## config.mk

```make
export PLATFORM = sky130hd
export DESIGN_NAME = led_bias_seq
export DESIGN_NICKNAME = d
export VERILOG_FILES = /design/src/rtl/led_bias_pkg.sv /design/src/rtl/led_dom_fsm.sv /design/src/rtl/led_bias_seq.sv
export SDC_FILE = /design/constraint.sdc
export NUM_CORES = 1
export LEC_CHECK = 0
export BUFFER_PORTS_ARGS = -buffer_cell sky130_fd_sc_hd__buf_2
export CAP_MARGIN = 20
export CELL_PAD_IN_SITES_DETAIL_PLACEMENT = 1
export CELL_PAD_IN_SITES_GLOBAL_PLACEMENT = 1
export CORE_MARGIN = 4
export CORE_UTILIZATION = 42
export DETAILED_ROUTE_END_ITERATION = 8
export PLACE_DENSITY_LB_ADDON = 0.1
export SLEW_MARGIN = 40
export SYNTH_ARGS = -nofsm -noshare
export SYNTH_HDL_FRONTEND = slang
export SYNTH_SLANG_ARGS = --single-unit
```

## constraint.sdc

```tcl
create_clock -name clk -period 2.8 [get_ports clk]
set_input_delay 0.14 -clock clk [delete_from_list [all_inputs] [get_ports clk]]
set_output_delay 0.14 -clock clk [all_outputs]
set_load 0.1 [all_outputs]
```

## src/rtl/led_bias_pkg.sv

```systemverilog
// Shared types and sizing helpers for the LED bias sequencer.
package led_bias_pkg;

  typedef enum logic [1:0] {
    ST_OFF    = 2'd0,
    ST_SETTLE = 2'd1,
    ST_ON     = 2'd2,
    ST_DRAIN  = 2'd3
  } dom_state_e;

  localparam int unsigned DEF_SETTLE_CYCLES = 1024;
  localparam int unsigned DEF_OFF_HOLD      = 16;

  // Width of the settle/hold down-counter, large enough for the longer reload.
  function automatic int unsigned dom_cnt_w(input int unsigned settle, input int unsigned hold);
    int unsigned m;
    m = (settle > hold) ? settle : hold;
    return (m < 2) ? 1 : $clog2(m);
  endfunction

endpackage

```

## src/rtl/led_dom_fsm.sv

```systemverilog
// One bias domain: OFF/SETTLE/ON/DRAIN sequencing, settle/hold timer and PWM gate.
module led_dom_fsm
  import led_bias_pkg::*;
#(
  parameter int unsigned SETTLE_CYCLES = DEF_SETTLE_CYCLES,
  parameter int unsigned OFF_HOLD      = DEF_OFF_HOLD
) (
  input  logic clk,
  input  logic resetn,
  input  logic req,
  input  logic wrap,
  output logic en,
  output logic active,
  output logic active_next_c
);

  localparam int unsigned CW = dom_cnt_w(SETTLE_CYCLES, OFF_HOLD);
  localparam logic [CW-1:0] SETTLE_LOAD = CW'(SETTLE_CYCLES - 1);
  localparam logic [CW-1:0] HOLD_LOAD   = CW'(OFF_HOLD - 1);

  dom_state_e    state;
  logic [CW-1:0] cnt;

  // PWM gate only opens on a wrap seen while already in ON, and closes as soon as req drops.
  assign active_next_c = (state == ST_ON) && req && (active || wrap);

  always_ff @(posedge clk or negedge resetn) begin
    if (!resetn) begin
      state  <= ST_OFF;
      cnt    <= '0;
      en     <= 1'b0;
      active <= 1'b0;
    end else begin
      active <= active_next_c;
      unique case (state)
        ST_OFF: begin
          if (req) begin
            state <= ST_SETTLE;
            en    <= 1'b1;
            cnt   <= SETTLE_LOAD;
          end
        end
        ST_SETTLE: begin
          if (!req) begin
            state <= ST_OFF;
            en    <= 1'b0;
          end else if (cnt == '0) begin
            state <= ST_ON;
          end else begin
            cnt <= cnt - CW'(1);
          end
        end
        ST_ON: begin
          if (!req) begin
            state <= ST_DRAIN;
            cnt   <= HOLD_LOAD;
          end
        end
        ST_DRAIN: begin
          // Requests are ignored until the drain hold has fully elapsed.
          if (cnt == '0) begin
            if (req) begin
              state <= ST_SETTLE;
              cnt   <= SETTLE_LOAD;
            end else begin
              state <= ST_OFF;
              en    <= 1'b0;
            end
          end else begin
            cnt <= cnt - CW'(1);
          end
        end
        default: state <= ST_OFF;
      endcase
    end
  end

endmodule

```

## src/rtl/led_bias_seq.sv

```systemverilog
// LED bias enable sequencer with shared-counter, shadowed-duty PWM for RGB and IR channels.
module led_bias_seq
  import led_bias_pkg::*;
#(
  parameter int unsigned SETTLE_CYCLES = DEF_SETTLE_CYCLES,
  parameter int unsigned OFF_HOLD      = DEF_OFF_HOLD,
  parameter int unsigned PWM_W         = 8
) (
  input  logic               clk,
  input  logic               resetn,
  input  logic               rgb_req,
  input  logic               ir_req,
  input  logic               pwm_tick,
  input  logic [3*PWM_W-1:0] rgb_duty,
  input  logic [PWM_W-1:0]   ir_duty,
  output logic               rgbled_en,
  output logic               irled_en,
  output logic [2:0]         rgb_pwm,
  output logic               ir_pwm,
  output logic               rgb_ready,
  output logic               ir_ready
);

  localparam int unsigned NCH = 4;

  logic                      wrap;
  logic                      rgb_act_next;
  logic                      ir_act_next;
  logic [PWM_W-1:0]          ctr;
  logic [PWM_W-1:0]          ctr_next;
  logic [NCH-1:0][PWM_W-1:0] shadow;
  logic [NCH-1:0][PWM_W-1:0] shadow_next;
  logic [NCH-1:0]            pwm_q;
  logic [NCH-1:0]            pwm_next;

  assign wrap = pwm_tick && (ctr == '1);

  led_dom_fsm #(
    .SETTLE_CYCLES(SETTLE_CYCLES),
    .OFF_HOLD     (OFF_HOLD)
  ) u_rgb_fsm (
    .clk          (clk),
    .resetn       (resetn),
    .req          (rgb_req),
    .wrap         (wrap),
    .en           (rgbled_en),
    .active       (rgb_ready),
    .active_next_c(rgb_act_next)
  );

  led_dom_fsm #(
    .SETTLE_CYCLES(SETTLE_CYCLES),
    .OFF_HOLD     (OFF_HOLD)
  ) u_ir_fsm (
    .clk          (clk),
    .resetn       (resetn),
    .req          (ir_req),
    .wrap         (wrap),
    .en           (irled_en),
    .active       (ir_ready),
    .active_next_c(ir_act_next)
  );

  // Next counter/shadow values; duties are only sampled at the period boundary.
  always_comb begin
    ctr_next    = pwm_tick ? ctr + PWM_W'(1) : ctr;
    shadow_next = shadow;
    if (wrap) begin
      shadow_next = {ir_duty, rgb_duty};
    end
  end

  // Compare against next-state values so the flopped output tracks the counter exactly.
  always_comb begin
    pwm_next = '0;
    for (int i = 0; i < 3; i++) begin
      pwm_next[i] = rgb_act_next && (ctr_next < shadow_next[i]);
    end
    pwm_next[3] = ir_act_next && (ctr_next < shadow_next[3]);
  end

  always_ff @(posedge clk or negedge resetn) begin
    if (!resetn) begin
      ctr    <= '0;
      shadow <= '0;
      pwm_q  <= '0;
    end else begin
      ctr    <= ctr_next;
      shadow <= shadow_next;
      pwm_q  <= pwm_next;
    end
  end

  assign rgb_pwm = pwm_q[2:0];
  assign ir_pwm  = pwm_q[3];

endmodule

```

==> impl_metrics.yaml <==
detailed_routing:
  vias: 3877
  drc: 0
  drt_iter0_markers: 210
  routedWlPerCell_um: 18.77
  firstDrtPassIters: 4
  via_per_inst: 5.874
  wl_um: 12390
  antenna_left: 0
setup_path:
  worstReg2RegStart: "ctr[0]"
  worst_setup_path_end_kind: "flop"
  r2r_cells: 11
  critPathLaunchType: "flop"
  rrSetupSlack_ps: 200
  required_ps: 3090
  rr_endpoint: "pwm_q[2]"
  cp.arrival_ps: 2900
  crit_path_max_fanout: 21
  crit_type: "reg -> reg"
clocking:
  cts_tree: "built"
  clockBufferDepth: 2
  insertion_delay_ps: 360
  clock_sinks: 72
  clockRootBuffer: "clkbuf_8"
  cts_inserted_buffers: 9
  cts.clk_slew.worst_paths_ps: 90
  htree_levels: 3
power_and_ir_drop:
  switchingPower_mw: 1.669
  powerDensity_mw_per_mm2: 748.9
  pwr-share-clk_pct: 20.6
  ir_drop_uv: 305.9
  power_mw: 3.872
  pwr-share-seq_pct: 37.3
  p_int_mw: 2.203
  combinationalPowerShare_pct: 42.2
  p_sw_share_pct: 43.11
  leakagePower_nw: 2.407
finish:
  regArea_sq_mm: 0.001802
  fill_cells: 1211
  antenna_cells: 0
  area_delta_synth_final_pct: 13.67
  nets: 588
  postLayoutCoreUtil_pct: 49.63
  fin_area_sq_mm: 0.005170
  drive_gt1_share_pct: 19.08
  multi_input_area_sq_mm: 0.002492
floorplan:
  core-area_sq_mm: 0.01042
  io_pins: 45
  die_h_um: 112.1
  rows: 37
  die_area_sq_mm: 0.01256
  initial_core_util_pct: 43.66
  die_width_um: 112.1
timing:
  timing.final.crit_share_pct: 92.90
  setup_viol: 0
  rsz0062_at_grt: "false"
  fmax_ghz: 0.3844
  timing.slew.headroom_pct: 52.94
  hold_viol: 0
  maxSlewViolCount: 0
  clock_skew_ps: 10.18
  tns_ps: 0
  whs_ps: 23.35
  post-route-min-period_ps: 2601
  tightestPinTransition_ps: 706.0
placement:
  port_buffers: 44
  routabilityCongestion: 0.8664
  hpwl_um: 8941
  placed_area_sq_mm: 0.004960
yosys:
  synth-main-ff-cell: "dfrtp_1"
  ys_top_cells_by_count: "dfrtp_1 (72), inv_1 (46), ha_1 (32), mux2i_1 (29), o21ai_0 (23)"
  synthesis.yosys.warnings: 0
  synth_area_per_cell_sq_um: 9.636
  synth.distinct_cells: 64
  synth_area_sq_mm: 0.004548
  synth_top_cell_by_area: "dfrtp_1"
  synth_nets: 541
  async_flop_share_pct: 100.0
  synth-edff-count: 0
  seq_area_frac_synth_pct: 39.61
  synth_area_leaders: "dfrtp_1 (40%), ha_1 (8.8%), mux2i_1 (6.4%), inv_1 (3.8%), o21ai_0 (2.5%)"
  netlist_instances: 472
  synth-seq-cells: 72
  yosysMostFrequentCell: "dfrtp_1"
  synth_top_area_share_pct: 39.61
job:
  maxCapViolCount: 0
grt:
  grt_overflow: 0
  grt.total_usage_pct: 20.54
  grt_max_degree: 73
  grt_pass1_vias: 4182
  antenna_found_initial: 0
  grt_first_pass_wirelength_um: 21070
worst_hold_path:
  hold-path-endpoint: "shadow[27]"
  hold_path_depth: 3
  min-delay-start: "ir_duty[3]"
  hold_path.class: "in -> reg"
status:
  status: "finished clean"
-- per-stage QoR --
step / cells / worst slack [ps]
after floorplan: 472 / 75.19
after global placement: 643 / 213.3
after detailed placement: 643 / 121.2
after CTS: 660 / 112.0
after global routing: 660 / 0.02864
final: 660 / 198.9
-- logic make-up (layout without fill, tap and decap cells) --
logic type	count (synthesis)	after routing	share of synthesized area, %
AND/OR/NAND/NOR	128	128	15.63
buffers and inverters	69	121	6.080
flip-flops	72	72	39.61
multiplexers	39	39	8.858
AO/OA/AOI/OAI	125	125	19.67
adder cells (fa/ha/maj)	32	32	8.803
XOR/XNOR	7	7	1.348
-- sequential cells by signal, indices dropped and copies added (netlist names), named ones only --
| register | count |
|---|---|
| ctr | 8 |
| pwm_q | 4 |
| shadow | 32 |
| u_ir_fsm.active | 1 |
| u_ir_fsm.cnt | 10 |
| u_ir_fsm.en | 1 |
| u_ir_fsm.state | 1 |
| u_rgb_fsm.active | 1 |
| u_rgb_fsm.cnt | 10 |
| u_rgb_fsm.en | 1 |
| u_rgb_fsm.state | 1 |
-- layout make-up --
cell class              count  share of cell area (%)
clock buffers               9                   2.396
clock inverters             7                   1.065
inverters                  47                   3.412
multi-input cells         331                   48.21
flip-flops and latches     72                   34.85
well taps                 136                   3.291
repair buffers             58                   6.776
-- worst max-delay path: stages (launching register included) --
cell and delay [ps]:
dfrtp_1 380, ha_1 180, nand2_1 110, nor3_2 210, buf_6 210, buf_12 210
mux2i_2 270, ha_1 280, a21oi_1 190, nor2_1 60, a211oi_1 220, o311a_1 210
-- worst max path at each step --
stage | from | to | slack, ps | cells past startpoint
after global routing | ctr[0] | pwm_q[2] | 0.03 | 11
after CTS | ctr[0] | pwm_q[1] | 110 | 10
after global placement | ctr[0] | pwm_q[1] | 210 | 10
after detailed placement | ctr[0] | pwm_q[1] | 120 | 10
after floorplan | ctr[0] | pwm_q[3] | 80 | 12
final | ctr[0] | pwm_q[2] | 200 | 11
-- power by group through the flow --
stage          Clock (mW)  Combinational (mW)  Sequential, mW
2_1_floorplan           0                1.14            1.40
3_3_place_gp            0                1.54            1.44
3_5_place_dp            0                1.62            1.46
4_1_cts             0.813                1.64            1.44
5_1_grt             0.869                1.86            1.47
6_report            0.796                1.63            1.44
-- per-layer routing --
layer / up-vias / part of all wire, % / track usage, %
met3: 20 / 3.1 / 3.235
met2: 72 / 49 / 34.61
li1: 1848 / - / -
met5: - / 0 / 0
met1: 1937 / 46 / 27.14
met4: 0 / 1.7 / 6.731
-- placed cells by master (no fill, tap or decap), types with 4 or more instances in the layout --
| master | count |
|---|---|
| or3_1 | 7 |
| mux2i_1 | 26 |
| dfrtp_1 | 72 |
| o21ai_0 | 23 |
| o31ai_1 | 4 |
| inv_1 | 46 |
| buf_4 | 11 |
| a22oi_1 | 4 |
| xnor2_1 | 5 |
| or4_1 | 4 |
| clkbuf_8 | 9 |
| mux2_2 | 10 |
| buf_2 | 43 |
| o221ai_1 | 4 |
| nand2b_1 | 7 |
| nand3_1 | 17 |
| a21o_1 | 8 |
| nor2b_1 | 8 |
| a211oi_1 | 6 |
| a21oi_1 | 22 |
| nand2_1 | 20 |
| nand4_1 | 12 |
| o211ai_1 | 9 |
| ha_1 | 32 |
| nor3_1 | 10 |
| nor2_1 | 22 |
-- what timing repair did --
item	CTS	global route
resized for setup	0	6
setup endpoints to repair	0	3
hold buffers	1	0
endpoints found under the hold margin	72	0
buffers inserted	0	0
No activity file was read; power rests on OpenSTA's default activity.
